==> config.mk <==
export PLATFORM = sky130hd
export DESIGN_NAME = reg_write_arbiter_flat
export DESIGN_NICKNAME = d
export VERILOG_FILES = /design/src/rtl/reg_write_arbiter_if.sv /design/src/rtl/reg_write_arbiter.sv /design/src/flat_wrapper.sv
export SDC_FILE = /design/constraint.sdc
export NUM_CORES = 1
export LEC_CHECK = 0
export BUFFER_PORTS_ARGS = -buffer_cell sky130_fd_sc_hd__buf_4
export CAP_MARGIN = 20
export CORE_ASPECT_RATIO = 0.5
export CORE_MARGIN = 4
export CORE_UTILIZATION = 50
export CTS_CLUSTER_DIAMETER = 60
export DETAILED_ROUTE_END_ITERATION = 6
export PLACE_DENSITY_LB_ADDON = 0.3
export RECOVER_POWER = 100
export REMOVE_ABC_BUFFERS = 1
export SLEW_MARGIN = 15
export SYNTH_ARGS = -nofsm -noshare
export SYNTH_HDL_FRONTEND = slang
export SYNTH_SLANG_ARGS = --single-unit
==> constraint.sdc <==
create_clock -name clock -period 6.2 [get_ports clock]
set_input_delay 1.24 -clock clock [delete_from_list [all_inputs] [get_ports clock]]
set_output_delay 1.24 -clock clock [all_outputs]
set_load 0.01 [all_outputs]
==> src/rtl/reg_write_arbiter_if.sv <==
// Bundles the writeback requests, the issue-stage reservation, the read-port hazard
// flags and the register-file write port that reg_write_arbiter sits between.
interface reg_write_arbiter_if #(
  parameter int BitWidth = 32,
  parameter int RegCount = 32,
  parameter int ReqCount = 3
);
  localparam int AW = (RegCount > 1) ? $clog2(RegCount) : 1;

  // Handshake: a transfer on slot i happens in any cycle where reqValid[i] and
  // reqReady[i] are both 1 at the rising edge. The requester holds its valid,
  // address and data stable until it sees ready. Reservations follow the same
  // rule with reserveValid/reserveReady.
  logic [ReqCount-1:0]          reqValid;
  logic [ReqCount*AW-1:0]       reqAddr;
  logic [ReqCount*BitWidth-1:0] reqData;
  logic [ReqCount-1:0]          reqReady;
  logic                         reserveValid;
  logic [AW-1:0]                reserveAddr;
  logic                         reserveReady;
  logic [AW-1:0]                rAddr1;
  logic [AW-1:0]                rAddr2;
  logic                         hazard1;
  logic                         hazard2;
  logic                         rfWrite;
  logic [AW-1:0]                rfWAddr;
  logic [BitWidth-1:0]          rfWData;
  logic [AW:0]                  busyCount;

  modport master (
    output reqValid, reqAddr, reqData, reserveValid, reserveAddr, rAddr1, rAddr2,
    input  reqReady, reserveReady, hazard1, hazard2, rfWrite, rfWAddr, rfWData, busyCount
  );

  modport slave (
    input  reqValid, reqAddr, reqData, reserveValid, reserveAddr, rAddr1, rAddr2,
    output reqReady, reserveReady, hazard1, hazard2, rfWrite, rfWAddr, rfWData, busyCount
  );
endinterface

==> src/rtl/reg_write_arbiter.sv <==
// Round-robin arbiter for the single register-file write port, with a per-register
// busy scoreboard that flags read hazards on the two read ports.
module reg_write_arbiter #(
  parameter int BitWidth = 32,
  parameter int RegCount = 32,
  parameter int ReqCount = 3
) (
  input  logic                  clock,
  input  logic                  reset,
  input  logic                  enable,
  reg_write_arbiter_if.slave    bus
);
  localparam int AW = (RegCount > 1) ? $clog2(RegCount) : 1;
  localparam int PW = $clog2(ReqCount);

  logic [RegCount-1:0] busy;
  logic [RegCount-1:0] busyNext;
  logic [PW-1:0]       ptr;
  logic [PW-1:0]       grantIdx;
  logic [ReqCount-1:0] grant;
  logic                found;
  logic                active;
  logic [AW-1:0]       selAddr;
  logic [BitWidth-1:0] selData;
  logic                reserveAccept;
  logic                clearBusy;
  logic                rfWriteQ;
  logic [AW-1:0]       rfWAddrQ;
  logic [BitWidth-1:0] rfWDataQ;
  logic [AW:0]         busyCountQ;

  // Grants and reservations are suppressed while reset is asserted so nothing
  // in flight during a reset cycle is acknowledged to the requesters.
  assign active = enable & reset;

  always_comb begin
    int idx;
    idx      = 0;
    found    = 1'b0;
    grantIdx = '0;
    grant    = '0;
    if (active) begin
      for (int k = 0; k < ReqCount; k++) begin
        idx = (int'(ptr) + k) % ReqCount;
        if (!found && bus.reqValid[idx]) begin
          found    = 1'b1;
          grantIdx = PW'(idx);
        end
      end
    end
    if (found) grant[grantIdx] = 1'b1;
  end

  assign selAddr       = bus.reqAddr[grantIdx*AW +: AW];
  assign selData       = bus.reqData[grantIdx*BitWidth +: BitWidth];
  assign reserveAccept = bus.reserveValid & bus.reserveReady;
  assign clearBusy     = found & busy[selAddr];

  // Set is applied after clear so a same-cycle reserve of the written register wins.
  always_comb begin
    busyNext = busy;
    if (found)         busyNext[selAddr]         = 1'b0;
    if (reserveAccept) busyNext[bus.reserveAddr] = 1'b1;
  end

  always_ff @(posedge clock) begin
    if (!reset) begin
      busy       <= '0;
      ptr        <= '0;
      rfWriteQ   <= 1'b0;
      rfWAddrQ   <= '0;
      rfWDataQ   <= '0;
      busyCountQ <= '0;
    end else begin
      rfWriteQ   <= found;
      busy       <= busyNext;
      busyCountQ <= busyCountQ + (AW+1)'(reserveAccept) - (AW+1)'(clearBusy);
      if (found) begin
        rfWAddrQ <= selAddr;
        rfWDataQ <= selData;
        ptr      <= (int'(grantIdx) == ReqCount - 1) ? '0 : grantIdx + 1'b1;
      end
    end
  end

  assign bus.reqReady     = grant;
  assign bus.reserveReady = active & ~busy[bus.reserveAddr];
  assign bus.rfWrite      = rfWriteQ;
  assign bus.rfWAddr      = rfWAddrQ;
  assign bus.rfWData      = rfWDataQ;
  assign bus.busyCount    = busyCountQ;
  // The rfWrite term covers the cycle before the register file commits the data.
  assign bus.hazard1 = busy[bus.rAddr1] | (rfWriteQ & (rfWAddrQ == bus.rAddr1));
  assign bus.hazard2 = busy[bus.rAddr2] | (rfWriteQ & (rfWAddrQ == bus.rAddr2));
endmodule

==> src/flat_wrapper.sv <==
// flat-port wrapper written by rule: the top's interface ports become plain ports
module reg_write_arbiter_flat 
#(
  parameter int BitWidth = 32,
  parameter int RegCount = 32,
  parameter int ReqCount = 3
)
  (clock, reset, enable, bus_reqValid, bus_reqAddr, bus_reqData, bus_reserveValid, bus_reserveAddr, bus_rAddr1, bus_rAddr2, bus_reqReady, bus_reserveReady, bus_hazard1, bus_hazard2, bus_rfWrite, bus_rfWAddr, bus_rfWData, bus_busyCount);
  reg_write_arbiter_if #(.BitWidth(BitWidth), .RegCount(RegCount), .ReqCount(ReqCount)) bus_i ();
  input  logic clock;
  input  logic reset;
  input  logic enable;
  input wire logic [$bits(bus_i.reqValid)-1:0] bus_reqValid;
  input wire logic [$bits(bus_i.reqAddr)-1:0] bus_reqAddr;
  input wire logic [$bits(bus_i.reqData)-1:0] bus_reqData;
  input wire logic [$bits(bus_i.reserveValid)-1:0] bus_reserveValid;
  input wire logic [$bits(bus_i.reserveAddr)-1:0] bus_reserveAddr;
  input wire logic [$bits(bus_i.rAddr1)-1:0] bus_rAddr1;
  input wire logic [$bits(bus_i.rAddr2)-1:0] bus_rAddr2;
  output wire logic [$bits(bus_i.reqReady)-1:0] bus_reqReady;
  output wire logic [$bits(bus_i.reserveReady)-1:0] bus_reserveReady;
  output wire logic [$bits(bus_i.hazard1)-1:0] bus_hazard1;
  output wire logic [$bits(bus_i.hazard2)-1:0] bus_hazard2;
  output wire logic [$bits(bus_i.rfWrite)-1:0] bus_rfWrite;
  output wire logic [$bits(bus_i.rfWAddr)-1:0] bus_rfWAddr;
  output wire logic [$bits(bus_i.rfWData)-1:0] bus_rfWData;
  output wire logic [$bits(bus_i.busyCount)-1:0] bus_busyCount;
  assign bus_i.reqValid = bus_reqValid;
  assign bus_i.reqAddr = bus_reqAddr;
  assign bus_i.reqData = bus_reqData;
  assign bus_i.reserveValid = bus_reserveValid;
  assign bus_i.reserveAddr = bus_reserveAddr;
  assign bus_i.rAddr1 = bus_rAddr1;
  assign bus_i.rAddr2 = bus_rAddr2;
  assign bus_reqReady = bus_i.reqReady;
  assign bus_reserveReady = bus_i.reserveReady;
  assign bus_hazard1 = bus_i.hazard1;
  assign bus_hazard2 = bus_i.hazard2;
  assign bus_rfWrite = bus_i.rfWrite;
  assign bus_rfWAddr = bus_i.rfWAddr;
  assign bus_rfWData = bus_i.rfWData;
  assign bus_busyCount = bus_i.busyCount;
  reg_write_arbiter #(.BitWidth(BitWidth), .RegCount(RegCount), .ReqCount(ReqCount)) u_core (.clock(clock), .reset(reset), .enable(enable), .bus(bus_i));
endmodule
==> results.md, run 1 <==
* Initial Utilization at about half
* Post-CTS Setup Bufs at 0
* CTS root buf: clkbuf_16
* Dpl cells at about 790
* Reg clk slew, reported paths at 60 ps
* Share of cells above drive strength 1 at roughly 30%
* Tot GR Track Use at 28.24%
* Initial drt markers at just over 600
* Setup TNS at 0 ps
* Fin nets at slightly above 800
* Status: complete, but fails checks
* Number of max-cap violations at 1
* Synth cell types at 63
* Worst hold path class: reg2reg
* Clk pwr share at 39.6%
* Combinational fraction of design power at 24.0%
* Die W at roughly 150 µm
* CP endpoint kind: flip-flop
* Internal power at approximately 1.1 mW
* DP Area at around 6300 µm²
* Failing checks: max-capacitance violations, max-slew violations
* Net Sw Power at between 0.4 and 0.5 mW
* ANT cells at 0
* DRC at 0
* DP Wirelength at between 10 and 15 mm
* Arrival @ worst endpoint at between 5000 and 6000 ps
* Top-count cell post-synth: dfxtp_1
* Post-synth EDFFs at 0
* CP Data Required Time at about 6400 ps
* Syn Inst Count at 503
* Minimum clock period at approximately 5400 ps
* Syn avg cell area at between 9 and 10 µm²
* RSZ-0062 raised after global routing: false
* CP Launch Type: input port
* Clk sinks at 78
* Drt total wl at approximately 16 mm
* TritonRoute pass-1 iters at 6
* Vias/cell at about 6.3
* GR Overflow Total at 0
* Port Buffers at about 180
* Ys async rst share at 0%
* Tot Pwr at 1.544 mW
* Fmax achieved at ~0.19 GHz
* Setup CP Type: in2reg
* Top post-synthesis cells by count: 78 x dfxtp_1, 43 x nand3_1, 34 x nand2_1, 34 x o211ai_1, 32 x o21ai_1
* Final Util at about two thirds
* Die Span Y at a little under 80 µm
* Final Max Tran Viols at 35
* Seq pwr share at 36.4%
* Synth Register Bits at between 70 and 80
* Final setup fails at 0
* Number of global-route vias before repair at 4910
* Fin crit share at between 80% and 90%
* CTS HTree Levels at 3
* Synth area leader: dfxtp_1
* Cell Count, Final, Fillers Out at 803
* Max clock buf depth at 2
* P per Cell Area at ~240 nW/µm²
* Post-Syn Area at slightly below 5000 µm²
* Clk_lat worst skew at approximately 340 ps
* Share of the synthesized area in the top cell type at 32.14%
* Fin area at ~6400 µm²
* Final hold vios at 0
* Area delta synth->final at 32.22%
* Slew HR at -5.484%
* Gpl congestion at approximately 0.95
* First-pass GRT wire length at 25.65 mm
* Row count at 25
* Crit Path Max Fanout at just over 80
* Maximum VDD drop at roughly 150 µV
* Largest net degree at the start of global routing at 84
* Clock skew at slightly below 9 ps
* DRT antenna net count at 0
* Post_cts resized at 0
* Per-cell routed wire length at between 20 and 25 µm
* CORE AREA at around 9400 µm²
* Switching share of total power at 27.53%
* Worst-Margin Slew at between 1500 and 2000 ps
* Via count at a little over 5000
* Post-synthesis sequential area ratio at about a third
* Die footprint at about 11000 µm²
* Synthesis Warnings at 0
* Leakage at 2.551 nW
* IO Pins at ~180
* TritonCTS clock tree: built
* Top cells by area, synth: dfxtp_1 32%, mux4_2 13%, a222oi_1 6.2%
* Initial antenna violation count at 0
* Top FF cell, synth: dfxtp_1
* Cts bufs inserted at 9
* Hold buffer count at cts at 0
worst paths after layout:
kind                          start                       to  slack [ps]  depth (start not counted)
min          u_core.bus.rfWData[12]   u_core.bus.rfWData[12]         470                          2
max reg2reg           u_core.ptr[0]  u_core.bus.busyCount[5]        1230                         20
min reg2reg  u_core.bus.rfWData[12]   u_core.bus.rfWData[12]         470                          2
max                           reset  u_core.bus.busyCount[5]         840                         17
per-stage QoR:
step	hold WS [ps]	setup WS [ps]
after global routing	498.0	633.9
after detailed placement	462.6	741.6
after floorplan	493.3	1083
after global placement	457.0	821.7
after CTS	476.4	1096
final	471.6	838.5
power by group through the flow:
stage / clock (mW) / sequential, mW / combinational [mW]
after floorplan: 0 / 0.586 / 0.195
after global placement: 0 / 0.572 / 0.388
after detailed placement: 0 / 0.573 / 0.396
after CTS: 0.619 / 0.563 / 0.398
after global routing: 0.640 / 0.567 / 0.404
final: 0.612 / 0.562 / 0.370
metal layers:
| layer | GRT usage [%] | share of wire (%) |
|---|---|---|
| met3 | 10.79 | 11 |
| met2 | 45.87 | 48 |
| met4 | 11.34 | 3.9 |
| met5 | 0 | 0 |
| met1 | 34.04 | 37 |
worst max-delay path: stages:
cell and delay, ps:
clkbuf_1 270, buf_4 690, nand2_1 310, a31o_2 300, a221o_2 310, inv_1 210, o21ai_0 150, a2111oi_2 490
ha_1 290, inv_1 60, ha_1 260, a21o_1 170, a21o_1 190, a21o_1 180, a21oi_1 160, xnor2_1 80
and2_0 140
registers in the layout (all words and copies together), names as in the netlist:
register              count
u_core.ptr                2
u_core.bus.rfWrite        1
u_core.bus.rfWAddr        5
u_core.bus.rfWData       32
u_core.bus.busyCount      6
u_core.busy              32
cells in the final DEF, fill, tap and decap left out, types with 12 or more instances in the layout:
cell and n:
o211ai_1 34, o21ai_0 56, a21boi_0 12, a222oi_1 30, nand2_1 34, mux4_2 27
buf_4 139, dfxtp_1 78, mux2i_1 17, nand3_1 43, clkbuf_1 51, inv_1 18
cells by family after synthesis:
| logic type | share of synthesized area (%) |
|---|---|
| simple gates | 12.64 |
| xor+xnor | 2.704 |
| mux | 18.34 |
| buf+inv | 5.022 |
| compound gates | 26.47 |
| fa+ha+maj | 2.678 |
| flops | 32.14 |
cell type report:
cell class / instances / area, µm²
Clock buffer: 11 / 242.7
Clock inverter: 4 / 95.09
Fill cell: 795 / 3023
Inverter: 20 / 75.07
Multi-Input combinational cell: 366 / 3049
Sequential cell: 78 / 1562
Tap cell: 135 / 168.9
Timing Repair Buffer: 189 / 1231
Note: power is estimated with default switching activity, not from simulation.
==> inputs of run 2 (changes only) <==
--- a/config.mk
+++ b/config.mk
@@ -5,6 +5,7 @@
 export SDC_FILE = /design/constraint.sdc
 export NUM_CORES = 1
 export LEC_CHECK = 0
+export ABC_CLOCK_PERIOD_IN_PS = 6100
 export BUFFER_PORTS_ARGS = -buffer_cell sky130_fd_sc_hd__buf_4
 export CAP_MARGIN = 20
 export CORE_ASPECT_RATIO = 0.5
==> constraint.sdc (replaced) <==
create_clock -name clock -period 6.1 [get_ports clock]
set_input_delay 1.22 -clock clock [delete_from_list [all_inputs] [get_ports clock]]
set_output_delay 1.22 -clock clock [all_outputs]
set_load 0.01 [all_outputs]
==> run 2 against run 1 <==
- the run ends with design-rule violations, max-capacitance violations, max-slew violations left
- first-iteration DRC count rose by 22%
- sequential power rose by 2%
- clock skew fell by 2.3 ps
- flip-flop and latch count did not move
- combinational power rose by 1%
- critical path type unchanged
==> results.md, run 2 (synthesis gave the netlist of run 1 again) <==
* Status: complete, but fails checks (unchanged)
* Failing checks: design-rule violations, max-capacitance violations, max-slew violations (was max-capacitance violations, max-slew violations)
* Worst Setup EP: u_core.bus.busyCount[4] (was u_core.bus.busyCount[5])
* DP Wirelength at 11.90 mm (was 11.92 mm)
* Most frequent cells in the layout: 139 x buf_4, 78 x dfxtp_1, 56 x o21ai_0, 50 x clkbuf_1, 43 x nand3_1 (was 139 x buf_4, 78 x dfxtp_1, 56 x o21ai_0, 51 x clkbuf_1, 43 x nand3_1)
* Setup CP Type: in2reg (unchanged)
* Die Span Y at 77.70 µm (unchanged)
* Initial drt markers at 739 (was 608)
* TritonRoute pass-1 iters at 7 (was 6)
* R2R cell count at 21 (was 20)
* Clk_lat worst skew at 340 ps (about the same)
* # fillers at 826 (was 795)
* CP Launch Type: input port (unchanged)
* Drt total wl at 16.15 mm (was 16.41 mm)
* Crit path launch: reset (unchanged)
* Post_cts resized at 0 (unchanged)
* R2R Path End: u_core.bus.busyCount[4] (was u_core.bus.busyCount[5])
* Fmax achieved at about 0.19 GHz
* Reg-to-Reg Start: u_core.ptr[0] (unchanged)
* Reg clk slew, reported paths at 60 ps (about the same)
* Fin crit share at ~87%
* TritonCTS clock tree: built (unchanged)
* Via count at 5070 (was 5079)
* Hold buffer count at cts at 0 (unchanged)
* Port Buffers at 182 (unchanged)
* Crit Path Max Fanout at 83 (unchanged)
* CP Data Required Time at 6330 ps (was 6440 ps)
* Switching share of total power at 27.46% (was 27.53%)
* Die W at 147.4 µm (unchanged)
* Dpl cells at 788 (unchanged)
* Initial antenna violation count at 0 (unchanged)
* Worst hold path class: reg2reg (unchanged)
* Max clock buf depth at 2 (unchanged)
* CP endpoint kind: flip-flop (unchanged)
* Most common cell after layout, fill and taps aside: buf_4 (unchanged)
* Final hold vios at 0 (unchanged)
* Post-CTS Setup Bufs at 0 (unchanged)
* RSZ-0062 raised after global routing: false (unchanged)
* CORE AREA at 9447 µm² (unchanged)
* GR Overflow Total at 0 (unchanged)
* Die footprint at 11450 µm² (unchanged)
* Setup TNS at 0 ps (unchanged)
* Minimum clock period at approximately 5300 ps
* CTS HTree Levels at 3 (unchanged)
* Share of cells above drive strength 1 at 30.04% (was 29.79%)
* Net Sw Power at 0.4359 mW (was 0.4250 mW)
* Reg2reg setup slack at 1130 ps (was 1230 ps)
* Vias/cell at 6.306 (was 6.325)
* Maximum VDD drop at 130.1 µV (was 150.5 µV)
* IO Pins at 183 (unchanged)
* Tot Pwr at 1.587 mW (was 1.544 mW)
* Initial Utilization at 51.43% (unchanged)
* Combinational fraction of design power at 23.6% (was 24.0%)
* P per Cell Area at 246.3 nW/µm² (was 240.4 nW/µm²)
* Cell Count, Final, Fillers Out at 804 (was 803)
* Final setup fails at 0 (unchanged)
* Number of global-route vias before repair at 4829 (was 4910)
* CTS root buf: clkbuf_16 (unchanged)
* Slew HR at -3.387% (was -5.484%)
* Area delta synth->final at 32.63% (was 32.22%)
* Cts bufs inserted at 9 (unchanged)
* Clk sinks at 78 (unchanged)
* Clock skew at 6.456 ps (was 8.767 ps)
* First-pass GRT wire length at 25.10 mm (was 25.65 mm)
* Arrival @ worst endpoint at 5530 ps (was 5600 ps)
* Worst-Margin Slew at 1551 ps (was 1582 ps)
* DRT antenna net count at 0 (unchanged)
* Final Max Tran Viols at 35 (unchanged)
* DRC at 2 (was 0)
* Leakage at 2.554 nW (was 2.551 nW)
* ANT cells at 0 (unchanged)
* Row count at 25 (unchanged)
* Number of max-cap violations at 1 (unchanged)
* Internal power at 1.151 mW (was 1.119 mW)
* Clk pwr share at 40.4% (was 39.6%)
* Per-cell routed wire length at 20.08 µm (was 20.43 µm)
* Tot GR Track Use at 27.63% (was 28.24%)
* Seq pwr share at 36.0% (was 36.4%)
* Gpl congestion at 0.9434 (was 0.9454)
* Largest net degree at the start of global routing at 84 (unchanged)
* Fin nets at 806 (unchanged)
## run 2: worst min path at each step
| stage | start | endpoint | depth (start not counted) |
|---|---|---|---|
| after floorplan | u_core.busy[27] | u_core.busy[27] | 2 |
| after global placement | u_core.bus.rfWData[7] | u_core.bus.rfWData[7] | 2 |
| after detailed placement | u_core.bus.rfWData[12] | u_core.bus.rfWData[12] | 2 |
| after CTS | u_core.bus.rfWData[12] | u_core.bus.rfWData[12] | 2 |
| after global routing | u_core.bus.rfWData[1] | u_core.bus.rfWData[1] | 2 |
| final | u_core.bus.rfWData[31] | u_core.bus.rfWData[31] | 2 |
## run 2: layout make-up
class	count	area [µm²]	share of cell area, %
clock inverter	5	105.1	1.631
multi-input combinational	366	3049	47.32
sequential	78	1562	24.23
tap	135	168.9	2.621
inverter	20	75.07	1.165
timing repair buffer	189	1231	19.11
clock buffer	11	252.7	3.922
## run 2: through the flow
| step | utilization [%] | setup slack [ps] | hold WS [ps] | area [µm²] |
|---|---|---|---|---|
| after floorplan | - | 1003 | 493.3 | 4690 |
| final | 68.21 | 798.3 | 470.3 | 6444 |
| after global placement | 66.46 | 743.9 | 455.5 | 6279 |
| after global routing | 68.21 | 625.0 | 496.8 | 6444 |
| after detailed placement | 66.46 | 673.0 | 462.9 | 6279 |
| after CTS | 70.25 | 1010 | 477.2 | 6636 |
## run 2: critical path, stage by stage
cell	delay, ps
clkbuf_1	230
buf_4	720
nand2_1	320
a31o_2	310
a221o_2	300
inv_1	200
o21ai_0	160
a2111oi_2	500
ha_1	320
inv_1	60
ha_1	160
inv_1	50
fa_1	400
inv_1	70
a21o_1	100
a21oi_1	70
xnor2_1	120
and2_0	160
## run 2: layer usage
layer	up-vias	global-route usage, %	routed length, µm
li1	2308	-	-
met1	2397	33.53	6008
met2	315	45.18	7860
met3	50	9.685	1728
met4	0	11.34	548
met5	-	0	0
## run 2: power groups by stage
stage	registers (mW)	logic (mW)	clock network, mW
finish	0.571	0.375	0.641
global placement	0.582	0.395	0
floorplan	0.596	0.198	0
detailed placement	0.583	0.403	0
CTS	0.572	0.404	0.644
global route	0.576	0.410	0.669
==> inputs of run 3 (changes only) <==
--- a/config.mk
+++ b/config.mk
@@ -5,6 +5,7 @@
 export SDC_FILE = /design/constraint.sdc
 export NUM_CORES = 1
 export LEC_CHECK = 0
+export ABC_AREA = 1
 export ABC_CLOCK_PERIOD_IN_PS = 6100
 export BUFFER_PORTS_ARGS = -buffer_cell sky130_fd_sc_hd__buf_4
 export CAP_MARGIN = 20
==> run 3 against run 2 <==
- the run still ends with design-rule violations, max-capacitance violations, max-slew violations left
- critical path type unchanged
- final cell count is 46% higher
- flip-flop and latch count stayed put
- clock skew is 4.0 ps higher
- synthesized cell count is 73% higher
- sequential share of layout area is 1.4 points lower
==> results.md, run 3 <==
* Synth cell types at 47 (was 63)
* Clock skew at 10.49 ps (was 6.456 ps)
* Ys async rst share at 0% (unchanged)
* Slowest CP cell: nand3_1 (was buf_4)
* Clk pwr share at 35.1% (was 40.4%)
* Top post-synthesis cells by count: 254 x nand2_1, 103 x a21oi_1, 103 x inv_1 (was 78 x dfxtp_1, 43 x nand3_1, 34 x nand2_1, 34 x o211ai_1, 32 x o21ai_1)
* DRC at 17 (was 2)
* Row count at 26 (was 25)
* Cell Count, Final, Fillers Out at 1174 (was 804)
* Cts bufs inserted at 9 (unchanged)
* Vias/cell at 5.637 (was 6.306)
* Die W at 153.9 µm (was 147.4 µm)
* CP max stage delay at 660 ps (was 720 ps)
* Seq pwr share at 33.7% (was 36.0%)
* Number of global-route vias before repair at 6119 (was 4829)
* Hold buffer count at cts at 0 (unchanged)
* P per Cell Area at 258.2 nW/µm² (was 246.3 nW/µm²)
* Syn avg cell area at 6.111 µm² (was 9.659 µm²)
* Status: complete, but fails checks (unchanged)
* Worst hold path class: reg2reg (unchanged)
* Crit path top cell by count: nand2_1 (was inv_1)
* Clk sinks at 78 (unchanged)
* Initial antenna violation count at 0 (unchanged)
* Tot GR Track Use at 29.63% (was 27.63%)
* CP endpoint kind: flip-flop (unchanged)
* Final Max Tran Viols at 43 (was 35)
* TritonCTS clock tree: built (unchanged)
* Number of max-cap violations at 1 (unchanged)
* Share of the synthesized area in the top cell type at 29.34% (was 32.14%)
* Max clock buf depth at 2 (unchanged)
* Net Sw Power at 0.5954 mW (was 0.4359 mW)
* Gpl congestion at 0.9541 (was 0.9434)
* Crit path launch: bus_reqValid[1] (was reset)
* Area delta synth->final at 28.66% (was 32.63%)
* Synthesis Warnings at 0 (unchanged)
* Min-delay src: u_core.busy[18] (was u_core.bus.rfWData[31])
* Minimum clock period at 5204 ps (was 5302 ps)
* Reg clk slew, reported paths at 60 ps (about the same)
* Initial Utilization at 51.78% (was 51.43%)
* Setup TNS at 0 ps (unchanged)
* DP Wirelength at 14.23 mm (was 11.90 mm)
* Post-synth EDFFs at 0 (unchanged)
* Port Buffers at 182 (unchanged)
* Post_cts resized at 0 (unchanged)
* Leakage at 3.121 nW (was 2.554 nW)
* Post-synthesis sequential area ratio at 29.34% (was 32.14%)
* Top cells by area, synth: dfxtp_1 29%, nand2_1 18%, a21oi_1 9.7% (was dfxtp_1 32%, mux4_2 13%, a222oi_1 6.2%)
* Share of cells above drive strength 1 at 17.21% (was 30.04%)
* Final setup fails at 0 (unchanged)
* CORE AREA at 10280 µm² (was 9447 µm²)
* Maximum VDD drop at 164.7 µV (was 130.1 µV)
* CP Launch Type: input port (unchanged)
* Reg-to-Reg Start: u_core.ptr[0] (unchanged)
* Fmax achieved at 0.1921 GHz (was 0.1886 GHz)
* Post-Syn Area at 5323 µm² (was 4858 µm²)
* Failing checks: design-rule violations, max-capacitance violations, max-slew violations (unchanged)
* First-pass GRT wire length at 30.22 mm (was 25.10 mm)
* Die footprint at 12460 µm² (was 11450 µm²)
* Dpl cells at 1158 (was 788)
* # fillers at 978 (was 826)
* Largest net degree at the start of global routing at 43 (was 84)
* Syn Inst Count at 871 (was 503)
* IO Pins at 183 (unchanged)
* Internal power at 1.173 mW (was 1.151 mW)
* Top-count cell post-synth: nand2_1 (was dfxtp_1)
* CTS root buf: clkbuf_16 (unchanged)
* Combinational fraction of design power at 31.2% (was 23.6%)
* Most frequent cells in the layout: 256 x nand2_1, 137 x buf_4, 103 x inv_1, 103 x a21oi_1, 78 x dfxtp_1 (was 139 x buf_4, 78 x dfxtp_1, 56 x o21ai_0, 50 x clkbuf_1, 43 x nand3_1)
* Fin nets at 1171 (was 806)
* ANT cells at 0 (unchanged)
* Synth area leader: dfxtp_1 (unchanged)
* CTS HTree Levels at 3 (unchanged)
* Initial drt markers at 688 (was 739)
* Clk_lat worst skew at 340 ps (about the same)
* Per-cell routed wire length at 16.49 µm (was 20.08 µm)
* Synth Register Bits at 78 (unchanged)
* Fin crit share at 85.32% (was 86.91%)
* Crit Path Max Fanout at 22 (was 83)
* DRT antenna net count at 0 (unchanged)
* Setup CP Type: in2reg (unchanged)
* Switching share of total power at 33.68% (was 27.46%)
* CP Data Required Time at 6320 ps (was 6330 ps)
* Drt total wl at 19.36 mm (was 16.15 mm)
* Top FF cell, synth: dfxtp_1 (unchanged)
* Die Span Y at 80.96 µm (was 77.70 µm)
* RSZ-0062 raised after global routing: false (unchanged)
* GR Overflow Total at 0 (unchanged)
* Arrival @ worst endpoint at 5420 ps (was 5530 ps)
* Via count at 6618 (was 5070)
* Most common cell after layout, fill and taps aside: nand2_1 (was buf_4)
* Final hold vios at 0 (unchanged)
* Slew HR at -24.53% (was -3.387%)
* Worst-Margin Slew at 1868 ps (was 1551 ps)
* TritonRoute pass-1 iters at 7 (unchanged)
* Post-CTS Setup Bufs at 0 (unchanged)
## run 3: final timing paths
| kind | to | slack [ps] | depth (start not counted) |
|---|---|---|---|
| worst min register to register | u_core.busy[18] | 480 | 2 |
| worst max register to register | u_core.bus.busyCount[4] | 1100 | 30 |
| worst min-delay path | u_core.busy[18] | 480 | 2 |
| worst max-delay path | u_core.bus.busyCount[4] | 900 | 29 |
## run 3: cell families after synthesis
logic type / Yosys count / share of synthesized area [%]
and+or+nand+nor: 385 / 30.91
DFF: 78 / 29.34
AOI/OAI and AO/OA: 240 / 25.34
buffers and inverters: 156 / 11.66
xor gates and xnor gates: 3 / 0.4937
adders and majority gates: 9 / 2.257
## run 3: power groups by stage
stage               clock network (mW)  registers [mW]  logic [mW]
global route                     0.643           0.601       0.622
global placement                     0           0.606       0.577
CTS                              0.624           0.597       0.589
floorplan                            0           0.623       0.315
finish                           0.620           0.596       0.552
detailed placement                   0           0.607       0.587
## run 3: critical path, delay by kind of cell
family                     cells  cell delay, ps
AOI/OAI and AO/OA              3             280
adders and majority gates      3             790
buffers and inverters          5             460
and+or+nand+nor               18            2640
## run 3: final cells by class
class	count	area [µm²]	area share [%]
Clock inverter	5	106.4	1.553
Clock buffer	11	232.7	3.398
Inverter	116	437.9	6.395
Sequential cell	78	1562	22.80
Timing Repair Buffer	187	1216	17.76
Multi-Input combinational cell	637	3118	45.53
Tap cell	140	175.2	2.558
## run 3: per-stage QoR
stage          setup WS (ps)  hold slack [ps]  area (µm²)  power, mW  util (%)
3_3_place_gp           997.0            462.5        6719      1.183     65.36
5_1_grt                457.4            497.4        6848      1.867     66.61
4_1_cts                 1267            476.6        7058      1.810     68.66
3_5_place_dp           890.7            469.0        6719      1.194     65.36
2_1_floorplan           1308            453.8        5140     0.9384         -
6_report               895.5            475.8        6848      1.768     66.61
## run 3: metal layers
metal	wire length, µm	part of all wire (%)	GRT usage (%)	vias up
met5	0	0	0	-
met4	505	2.6	7.753	0
met3	1988	10	7.078	52
met2	9005	47	51.22	385
met1	7864	41	37.77	2975
li1	-	-	-	3206
